--- src/rtl/level_speed_ctrl.sv ---
// Turns line-clear events into Lines_Total/Level/Score and the Fall_Count gravity setting for frame_clk_generator.
// Optional Soft_Drop input (fast fixed Fall_Count) is built only when SOFT_DROP_EN is defined.
module level_speed_ctrl #(
  parameter int LINES_PER_LEVEL = 10,
  parameter int LEVEL_MAX       = 20,
  parameter int FALL_STEP       = 4,
  parameter int FALL_MAX        = 70
) (
  input  logic        Clk,
  input  logic        Reset,
  input  logic        Game_Start,
  input  logic        Game_Over,
  input  logic        Lines_Valid,
  input  logic [2:0]  Lines_Cleared,
`ifdef SOFT_DROP_EN
  input  logic        Soft_Drop,
`endif
  output logic        Lines_Ready,
  output logic [4:0]  Level,
  output logic [9:0]  Lines_Total,
  output logic [19:0] Score,
  output logic [6:0]  Fall_Count,
  output logic        Level_Up
);

  typedef enum logic [1:0] {IDLE, RUN, SCORE} state_t;

  state_t      state;
  logic [3:0]  lines_in_level;
  logic [10:0] base;
  logic [4:0]  mult;

  logic [2:0]  n_clamp;
  logic        accept;
  logic [10:0] base_lut;
  logic [4:0]  lil_sum;
  logic [10:0] total_sum;
  logic [9:0]  total_next;
  logic [20:0] score_sum;
  logic [19:0] score_next;
  logic [9:0]  fall_raw;
  logic [6:0]  fall_lvl;
  logic [6:0]  fall_next;

  assign Lines_Ready = (state == RUN);
  assign n_clamp     = (Lines_Cleared > 3'd4) ? 3'd4 : Lines_Cleared;
  assign accept      = Lines_Valid & Lines_Ready;

  always_comb begin
    base_lut = 11'd0;
    case (n_clamp)
      3'd0:    base_lut = 11'd0;
      3'd1:    base_lut = 11'd40;
      3'd2:    base_lut = 11'd100;
      3'd3:    base_lut = 11'd300;
      default: base_lut = 11'd1200;
    endcase
  end

  // All sums are one bit wider than the register they feed, then clipped.
  assign lil_sum    = {1'b0, lines_in_level} + {2'b00, n_clamp};
  assign total_sum  = {1'b0, Lines_Total} + {8'd0, n_clamp};
  assign total_next = (total_sum > 11'd999) ? 10'd999 : total_sum[9:0];
  assign score_sum  = {1'b0, Score} + {10'd0, base};
  assign score_next = (score_sum > 21'd999999) ? 20'd999999 : score_sum[19:0];
  assign fall_raw   = {5'd0, Level} * 10'(FALL_STEP);
  assign fall_lvl   = (fall_raw > 10'(FALL_MAX)) ? 7'(FALL_MAX) : fall_raw[6:0];

`ifdef SOFT_DROP_EN
  assign fall_next = (Soft_Drop && state != IDLE) ? 7'd127 : fall_lvl;
`else
  assign fall_next = fall_lvl;
`endif

  always_ff @(posedge Clk) begin
    if (Reset) begin
      state          <= IDLE;
      Level          <= 5'd0;
      Lines_Total    <= 10'd0;
      Score          <= 20'd0;
      Fall_Count     <= 7'd0;
      Level_Up       <= 1'b0;
      lines_in_level <= 4'd0;
      base           <= 11'd0;
      mult           <= 5'd0;
    end else begin
      Level_Up   <= 1'b0;
      Fall_Count <= fall_next;
      if (Game_Start) begin
        state          <= RUN;
        Level          <= 5'd0;
        Lines_Total    <= 10'd0;
        Score          <= 20'd0;
        Fall_Count     <= 7'd0;
        lines_in_level <= 4'd0;
        base           <= 11'd0;
        mult           <= 5'd0;
      end else begin
        case (state)
          IDLE: state <= IDLE;
          RUN: begin
            if (Game_Over) begin
              state <= IDLE;
            end else if (accept) begin
              Lines_Total <= total_next;
              base        <= base_lut;
              mult        <= Level + 5'd1;
              if (lil_sum >= 5'(LINES_PER_LEVEL)) begin
                lines_in_level <= 4'(lil_sum - 5'(LINES_PER_LEVEL));
                if (Level < 5'(LEVEL_MAX)) begin
                  Level    <= Level + 5'd1;
                  Level_Up <= 1'b1;
                end
              end else begin
                lines_in_level <= lil_sum[3:0];
              end
              if (n_clamp != 3'd0) state <= SCORE;
            end
          end
          SCORE: begin
            // One add of base per cycle; mult holds the remaining adds including this one.
            if (Game_Over) begin
              state <= IDLE;
            end else begin
              Score <= score_next;
              mult  <= mult - 5'd1;
              if (mult == 5'd1) state <= RUN;
            end
          end
          default: state <= IDLE;
        endcase
      end
    end
  end

endmodule
--- config.mk ---
export PLATFORM = sky130hd
export DESIGN_NAME = level_speed_ctrl
export DESIGN_NICKNAME = d
export VERILOG_FILES = /design/src/rtl/level_speed_ctrl.sv
export SDC_FILE = /design/constraint.sdc
export NUM_CORES = 1
export LEC_CHECK = 0
export ABC_AREA = 1
export BUFFER_PORTS_ARGS = -buffer_cell sky130_fd_sc_hd__buf_4
export CAP_MARGIN = 40
export CORE_UTILIZATION = 42
export CTS_BUF_LIST = sky130_fd_sc_hd__clkbuf_8
export DETAILED_ROUTE_END_ITERATION = 7
export SKIP_LAST_GASP = 1
export SYNTH_ARGS = -nofsm -noshare
export SYNTH_HDL_FRONTEND = slang
export SYNTH_SLANG_ARGS = --single-unit
--- constraint.sdc ---
create_clock -name Clk -period 2.7 [get_ports Clk]
set_input_delay 0.135 -clock Clk [delete_from_list [all_inputs] [get_ports Clk]]
set_output_delay 0.135 -clock Clk [all_outputs]
set_load 0.02 [all_outputs]
==> impl_results.md, run 1 <==
- Largest net degree at the start of global routing: 37
- Pwr dens: around 420 nW/um^2
- Int Power: between 1.5 and 2 mW
- Fillers: 912
- Chip width: roughly 100 um
- Hold Fails Final Rpt: 0
- Initial antenna violation count: 1
- Cells after synthesis: 604
- Post-layout min period: 2.49 ns
- DR top layer: met4
- Peak fanout along the critical path: 7
- Met1 Wirelength: 4.76 mm
- Peak supply drop: 0.177 mV
- Crit end category: flop
- Crit share post-route: 92.3%
- Startpoint type of the worst setup path: flop
- DIE AREA: 9710 um^2
- H-tree depth: 3
- Sequential-to-total area share from yosys stat: between 20% and 30%
- CTS tree: built
- Leak: 2.30 nW
- Setup slack at placement: -0.0757 ns
- CP Data Arrival Time: 2.77 ns
- Syn_nets: approximately 640
- Share of cells above drive strength 1: 16.5%
- Routed wl met3: 433 um
- Metal2 WL: about 4.6 mm
- Reg clk slew, reported paths: ~0.070 ns
- Hpwl dp: 7.47 mm
- Initial drt markers: 150
- WS Path Type: flop to flop
- RD Place Congestion: 0.907
- Final WL: 9.99 mm
- Switching share of power: around a quarter
- Clock buffer count from CTS: 9
- F_max: 401 MHz
- Status: completed
- GRT Total Usage: approximately 22%
- Register area: 1160 um^2
- HP Class: input pin to flop
- DRT antenna net count: 0
- Clk_lat worst skew: approximately 0.35 ns
- Unrepaired setup endpoints after global routing: false
- Final Non-Filler Cells: 773
- Root buf cell: clkbuf_8
- Per-cell routed wire length: 12.9 um
- Vias per cell: 5.03
- Multi-input logic area: 2290 um^2
- FP Rows: 34
- Synthesis-stage register bit count: 58
- Ant diodes: 0
- Max Slew Vio Count: 0
- Crit path required time: 2.98 ns
- Worst rel slew slack: 49.3%
- DIE HEIGHT: 98.5 um
- First-pass DRT Iterations: 6
- Synthesized area: between 3000 and 4000 um^2
- DRC violations left: 0
- Netlist cell types: 39
- Worst-Margin Slew: 0.760 ns
- Initial Utilization: 44.0%
- Avg Inst Size Synth: ~6.5 um^2
- Combinational share of power: 5.0%
- Via count of the routed design: slightly below 4000
- Proportion of power drawn by flip-flops and latches: a little over two fifths
- Placed Cells: roughly 750
- Synth Warn #: 0
- Clock sinks: just under 60
- Clock Path Buffers: 2
- Final setup fails: 0
- Part of the power in the clock network: 51.6%
- Vias in the first global route: 3610
- GR Overflow Total: 0
- Synth-to-Final Area Change: 20.8%
- Layout Nets: 691
- First-pass GRT wire length: 16.8 mm
- Switching pwr: 0.472 mW
- Clock Skew: 0.00669 ns
- IO Port Bufs: 50
- Num ports: 52
- Core footprint: 8890 um^2
- Post-route setup slack: 0.207 ns
- Max Cap Viol: 0
placed cells by master, fill, tap and decap left out, types with 2 or more instances in the layout:
| master | count |
|---|---|
| nand2_1 | 144 |
| inv_1 | 111 |
| dfxtp_1 | 57 |
| buf_4 | 57 |
| nor2_1 | 54 |
| a21oi_1 | 43 |
| nand3_1 | 35 |
| o21ai_0 | 27 |
| ha_1 | 19 |
| nand4_1 | 14 |
| xor2_1 | 13 |
| clkbuf_8 | 9 |
| nand2_2 | 5 |
| nor3_1 | 5 |
| nor2_2 | 5 |
| nand3_2 | 4 |
| nand3b_1 | 4 |
| xnor2_1 | 4 |
| o211ai_1 | 4 |
| inv_2 | 3 |
| nor2_4 | 3 |
| o21ai_1 | 3 |
| a31oi_1 | 3 |
| bufinv_16 | 3 |
| clkinv_4 | 3 |
| clkinv_1 | 2 |
| nor3_2 | 2 |
| a21oi_2 | 2 |
| nand3_4 | 2 |
| o21ai_2 | 2 |
| or2_2 | 2 |
| a211oi_1 | 2 |
| fa_1 | 2 |
critical path, cell delays in order, from the launching register on:
cell,delay (ns)
dfxtp_2,0.35
ha_2,0.19
inv_1,0.05
fa_2,0.36
inv_2,0.08
nand2_1,0.08
a21oi_2,0.18
nand2_1,0.11
nand3_2,0.10
nand2_1,0.05
nand2_1,0.10
nand2_1,0.10
nor2_4,0.16
nand3_4,0.15
nand3_4,0.16
nand2_1,0.06
a21oi_1,0.12
path summary, 6_finish.rpt:
path	from	end	slack (ns)	cells past startpoint
max	Score[2]	Score[0]	0.21	16
min	Lines_Cleared[0]	base[8]	0.05	3
max reg2reg	Score[2]	Score[0]	0.21	16
min reg2reg	base[2]	base[2]	0.48	2
sequential cells by signal, indices dropped and copies added (netlist names):
signal and count:
state 2, Lines_Total 10, mult 5, Fall_Count 6, lines_in_level 4, Level 5
Level_Up 1, Score 19, base 6
final cells by class:
class	instances	area share [%]
tap	108	2.86
timing repair buffer	59	9.68
sequential	58	24.6
inverter	116	9.21
clock inverter	7	2.65
clock buffer	9	2.62
multi-input combinational	416	48.4
cell usage after synthesis (all sizes together):
library cell    n  area (um^2)
a211oi          2         15.0
a21boi          2         15.0
a21oi          45          229
a22oi           1         7.51
a31oi           3         18.8
and2            1         6.26
and3            1         6.26
buf             4         37.5
clkbuf         11         41.3
clkinv          2         7.51
conb            1         3.75
dfxtp          58         1160
fa              3         60.1
ha             20          250
inv           114          428
nand2         149          572
nand3          40          233
nand3b          4         30.0
nand4          14         87.6
nor2           62          263
nor3            8         61.3
o211ai          4         30.0
o21ai          32          160
o21bai          1         7.51
o22ai           1         6.26
o31ai           1         7.51
or2             2         12.5
xnor2           5         43.8
xor2           13          114
through the flow:
step	cell area (um^2)	power, mW	util [%]	hold WS [ns]	TNS (ns)
detailed placement	4390	0.980	49.4	0.380	-0.227
global route	4730	2.07	53.2	0.0503	0
CTS	4650	2.01	52.4	0.0473	0
floorplan	3920	0.947	-	0.270	0
finish	4730	1.99	53.2	0.0547	0
global placement	4390	0.978	49.4	0.375	-0.0286
cell families after synthesis:
group                    Yosys count  share of synthesized area (%)
buffers and inverters            131                           13.1
adder cells (fa/ha/maj)           23                           7.93
AND/OR/NAND/NOR                  281                           32.5
other                              1                         0.0958
flip-flops                        58                           29.7
AO/OA/AOI/OAI                     92                           12.7
XOR/XNOR                          18                           4.03
power by group through the flow:
| stage | combinational [mW] | sequential [mW] | clock, mW |
|---|---|---|---|
| 4_1_cts | 0.0982 | 0.864 | 1.05 |
| 3_5_place_dp | 0.0967 | 0.884 | 0 |
| 5_1_grt | 0.111 | 0.864 | 1.09 |
| 6_report | 0.0987 | 0.864 | 1.03 |
| 2_1_floorplan | 0.0617 | 0.885 | 0 |
| 3_3_place_gp | 0.0944 | 0.884 | 0 |
routing by layer:
layer / vias up / GRT usage, %
li1: 2020 / -
met1: 1770 / 27.8
met2: 79 / 35.3
met3: 20 / 4.75
met4: 0 / 9.07
met5: - / 0
timing repair:
| item | in CTS | in global routing |
|---|---|---|
| gates cloned | 0 | 1 |
| endpoints found under the setup margin | 2 | 30 |
| gates resized for setup | 1 | 16 |
| hold endpoints to repair | 1 | 0 |
| buffers inserted | 0 | 2 |
| hold buffers | 1 | 0 |
| pin swaps | 0 | 5 |
Note: power is estimated with default switching activity, not from simulation.
==> run 2, diff against run 1 <==
- BUFFER_PORTS_ARGS: -buffer_cell sky130_fd_sc_hd__buf_4 -> default
- CTS_BUF_LIST: sky130_fd_sc_hd__clkbuf_8 -> default
- DONT_BUFFER_PORTS: default -> 1
==> run 2 against run 1 <==
Against the previous run:
- the run now ends with design-rule violations left
- setup slack improved by 0.0062 ns
- maximum frequency increased by 0.25%
- flip-flop and latch count unchanged
- largest power group unchanged
==> impl_results.md, run 2 (synthesis results as in run 1) <==
- Share of cells above drive strength 1: 11.1%
- Vias per cell: 5.03
- Core footprint: between 8000 and 9000 um^2
- Clock Path Buffers: 2
- Fillers: 910
- Initial drt markers: 171
- Setup slack at placement: 0.0266 ns
- DIE AREA: slightly below 10000 um^2
- Per-cell routed wire length: 13.6 um
- Vias in the first global route: 3597
- Chip width: 98.5 um
- Crit path required time: 2.96 ns
- F_max: 402 MHz
- GRT Total Usage: 21.6%
- FP Rows: 34
- Worst rel slew slack: 64.5%
- Clock sinks: 58
- Clock buffer count from CTS: 9
- CP Data Arrival Time: 2.75 ns
- Startpoint type of the worst setup path: flop
- WS Path Type: flop to flop
- Peak fanout along the critical path: 6
- Synth-to-Final Area Change: 13.9%
- Root buf cell: clkbuf_8
- Failing checks: design-rule violations
- Unrepaired setup endpoints after global routing: false
- Leak: about 2.1 nW
- Crit end category: flop
- Final WL: 10.0 mm
- Setup TNS Final: 0 ns
- Clock Skew: 0.0143 ns
- Post-route setup slack: between 0.2 and 0.25 ns
- Leading cell types in the layout, fill and taps excluded: nand2_1, inv_1, dfxtp_1
- HP Class: input pin to flop
- Initial antenna violation count: 0
- Reg clk slew, reported paths: approximately 0.07 ns
- Pwr dens: 446 nW/um^2
- Top reg by flops: Score
- Initial Utilization: 44.0%
- RD Place Congestion: around 0.86
- Leading cell type in the layout, fill and taps excluded: nand2_1
- Max reg flops: 19
- Worst reg-to-reg setup slack: about 0.21 ns
- Worst-Margin Slew: 0.529 ns
- Multi-input logic area: approximately 2300 um^2
- Register area: 1160 um^2
- DIE HEIGHT: 98.5 um
- Final setup fails: 0
- GR Overflow Total: 0
- IO Port Bufs: 0
- DRT antenna net count: 0
- Status: finished with violations
- First-pass DRT Iterations: 7
- Ant diodes: 0
- Hold Fails Final Rpt: 0
- Num ports: 52
- Layout Nets: 657
- Clk_lat worst skew: 0.35 ns
- Biggest regs: Score: 19 flops, Lines_Total: 10 flops
- H-tree depth: 3
- Crit share post-route: around 92%
- DRC violations left: 2
- First-pass GRT wire length: ~17 mm
- Hpwl dp: about 7.5 mm
- Peak supply drop: 0.196 mV
- Max Slew Vio Count: 0
- Max Cap Viol: 0
- Largest net degree at the start of global routing: 29
- CTS tree: built
- Post-layout min period: 2.49 ns
- Via count of the routed design: roughly 3700
-- run 2: changes by cell type in the layout (fill, tap and decap cells not counted), moves of 2 or more --
cell and change:
buf_4 -37, dlygate4sd3_1 +3, inv_1 -2, o21ai_0 +2, o21ai_2 -2
-- run 2: through the flow --
stage	instance area [um^2]	power (mW)	hold WS [ns]	cells	utilization [%]
after global routing	4460	2.07	0.0425	739	50.1
final	4460	1.99	0.0242	739	50.1
after global placement	4120	0.965	0.278	717	46.4
after floorplan	3920	0.947	0.270	604	-
after detailed placement	4120	0.967	0.291	717	46.4
after CTS	4410	2.01	0.0152	737	49.6
-- run 2: per-layer routing --
layer  track usage, %  vias to the layer above  wire, um
li1                 -                     1945         -
met1             28.7                     1671      4690
met2             34.5                       87      4580
met3             5.46                       15       603
met4             7.12                        0       170
met5                0                        -         0
-- run 2: path summary, 6_finish.rpt --
| path | start | endpoint | depth (start not counted) |
|---|---|---|---|
| hold / removal | Lines_Cleared[2] | base[3] | 3 |
| hold reg to reg | base[2] | base[2] | 2 |
| setup / recovery | lines_in_level[0] | Level[3] | 13 |
| setup reg to reg | lines_in_level[0] | Level[3] | 13 |
-- run 2: cell type report --
cell class,count,share of cell area [%]
timing repair inverter,1,0.112
timing repair buffer,25,4.72
inverter,116,9.85
tap,108,3.03
sequential,58,26.0
clock buffer,9,2.78
multi-input combinational,415,50.7
clock inverter,7,2.81
-- run 2: what timing repair did --
action / 4_1_cts / 5_1_grt
endpoints found under the hold margin: 3 / 0
hold buffers: 4 / 0
setup endpoints to repair: 0 / 29
resized for setup: 0 / 11
setup buffers: 0 / 1
-- run 2: worst max-delay path: stages, from the launching register on --
cell and delay, ns:
dfxtp_1 0.35, ha_1 0.17, inv_1 0.05, fa_1 0.42
xnor2_2 0.22, inv_1 0.07, ha_1 0.23, o31ai_1 0.08
nand2_1 0.08, nand2_1 0.13, nand3_1 0.20, inv_2 0.15
o21ai_0 0.09, a21oi_1 0.18
-- run 2: report_power, final --
| part | switching (mW) | internal, mW |
|---|---|---|
| Combinational | 0.0572 | 0.0307 |
| Sequential | 0.00548 | 0.860 |
| Clock | 0.414 | 0.621 |
==> run 3, diff against run 2 <==
- CORE_UTILIZATION: 42 -> 23
==> run 3 against run 2 <==
Against the previous run:
- the flow now finishes without violations
- design area up 4.6%
- first-iteration DRC count up 8.8%
- global-route usage fell by 9.2 points
- hold slack better by 0.0090 ns
- sequential power is essentially flat
- wire length increased by 5.0%
- non-clock buffer count up 3
- combinational power hardly changed
- register-to-register slack is essentially flat
- clock skew decreased by 0.0087 ns
- maximum frequency fell by 0.54%
- final cell count rose by 16%
- largest cell class unchanged
==> impl_results.md, run 3 (synthesis results as in run 1) <==
- RD Place Congestion: 0.852
- Synth-to-Final Area Change: 19.1%
- Hold WS: 0.0333 ns
- Unrepaired setup endpoints after global routing: false
- DRT antenna net count: 0
- Util after Layout: between 20% and 30%
- Hold Fails Final Rpt: 0
- Biggest regs: Score: 19 flops, Lines_Total: 10 flops
- Status: completed
- CP Data Arrival Time: approximately 2.7 ns
- H-tree depth: 3
- Num ports: between 50 and 60
- Pwr dens: 438 nW/um^2
- FP Rows: 47
- Peak supply drop: 0.346 mV
- Max Cap Viol: 0
- Max Slew Vio Count: 0
- Part of the power in the clock network: 53.2%
- Final WL: 10.5 mm
- CP max stage delay: 0.35 ns
- Critical-path top delay cell: fa_2
- Leading cell type in the layout, fill and taps excluded: nand2_1
- F_max: 400 MHz
- Per-cell routed wire length: between 10 and 15 um
- Leak: around 2.1 nW
- Worst-Margin Slew: 0.775 ns
- Final setup fails: 0
- First-pass DRT Iterations: 4
- Startpoint type of the worst setup path: flop
- Proportion of power drawn by flip-flops and latches: 42.5%
- Root buf cell: clkbuf_16
- Initial antenna violation count: 0
- HP Class: input pin to flop
- Crit end category: flop
- DIE HEIGHT: 132 um
- Setup TNS Final: 0 ns
- Clock Skew: 0.00560 ns
- Leading cell types in the layout, fill and taps excluded: nand2_1, inv_1, dfxtp_1
- IO Port Bufs: 0
- Crit path required time: between 2 and 3 ns
- Top reg by flops: Score
- Largest net degree at the start of global routing: 24
- Layout Nets: 660
- Ant diodes: 0
- Bufs and invs on worst path: 3
- First-pass GRT wire length: 17.3 mm
- Clock sinks: 58
- Post-layout min period: 2.50 ns
- Core footprint: around 17000 um^2
- Switching pwr: 0.504 mW
- Hpwl dp: 7.89 mm
- Vias in the first global route: roughly 3500
- Vias per cell: 4.30
- Initial Utilization: 23.6%
- Worst-path cell chain: ha_2 -> inv_1 -> fa_2 -> inv_2 -> nand2_1 -> a21oi_2 -> xnor2_1 -> nand3_1 -> nand2_1 -> nand2_1 -> nand3_4 -> nand3_4 -> o21ai_0 -> inv_1
- Combinational share of power: 4.3%
- CTS tree: built
- Clock Path Buffers: 2
- Switching share of power: 24.7%
- Most used cell, CP: nand2_1
- Reg clk slew, reported paths: around 0.060 ns
- DIE AREA: 17500 um^2
- WS Path Type: flop to flop
- DRC violations left: 0
- Peak fanout along the critical path: 7
- Fillers: 1845
- Max reg flops: 19
- Clk_lat worst skew: 0.34 ns
- GR Overflow Total: 0
- Worst rel slew slack: slightly below 50%
- Chip width: 132 um
- GRT Total Usage: 12.5%
- Via count of the routed design: 3668
- Top delay family on crit path: simple AND/OR/NAND/NOR gates
- Initial drt markers: 186
- Int Power: ~1.5 mW
- Clock buffer count from CTS: 9
- Share of cells above drive strength 1: between 10% and 20%
- Crit share post-route: 92.6%
## run 3: final timing paths
check        cells after the start       end  slack [ns]        startpoint
min reg2reg                      2   base[2]        0.48           base[2]
max reg2reg                     14  Score[4]        0.20           base[2]
min                              3   base[3]        0.03  Lines_Cleared[2]
max                             14  Score[4]        0.20           base[2]
## run 3: final cells by class
| type | count | area, um^2 | share of cell area [%] |
|---|---|---|---|
| Multi-Input combinational cell | 416 | 2280 | 48.8 |
| Sequential cell | 58 | 1160 | 24.9 |
| Inverter | 116 | 435 | 9.34 |
| Tap cell | 220 | 275 | 5.90 |
| Clock buffer | 10 | 239 | 5.13 |
| Timing Repair Buffer | 28 | 233 | 4.99 |
| Clock inverter | 6 | 42.5 | 0.913 |
## run 3: timing repair
item,4_1_cts,5_1_grt
hold endpoints to repair,3,0
setup endpoints to repair,0,20
resized for setup,0,9
buffers inserted,0,1
hold buffers,4,0
## run 3: power by group through the flow
stage	combinational (mW)	clock [mW]	sequential, mW
finish	0.0876	1.09	0.867
detailed placement	0.0818	0	0.885
floorplan	0.0617	0	0.885
global route	0.100	1.15	0.867
CTS	0.0871	1.12	0.867
global placement	0.0814	0	0.885
## run 3: routing by layer
layer	up-vias	track usage, %	share of wire, %	wire [um]
met3	18	3.91	5.2	552
met4	0	5.30	2.0	212
li1	1959	-	-	-
met2	64	19.9	46	4830
met5	-	0	0	0
met1	1627	15.5	47	4960
## run 3: stage by stage
| stage | cells | instance area (um^2) | worst slack [ns] | total power [mW] |
|---|---|---|---|---|
| after floorplan | 604 | 3920 | 0.264 | 0.947 |
| after global placement | 832 | 4280 | 0.162 | 0.967 |
| after detailed placement | 832 | 4280 | 0.0416 | 0.967 |
| after CTS | 852 | 4610 | 0.0214 | 2.07 |
| after global routing | 854 | 4660 | 0.0148 | 2.12 |
| final | 854 | 4660 | 0.200 | 2.04 |
## run 3: worst register-to-register path, delay by kind of cell, from the launching register on
family / cells / cell delay [ns]
xor+xnor: 1 / 0.18
fa+ha+maj: 2 / 0.55
buf+inv: 3 / 0.19
compound gates: 2 / 0.39
simple gates: 6 / 0.73
flops: 1 / 0.34
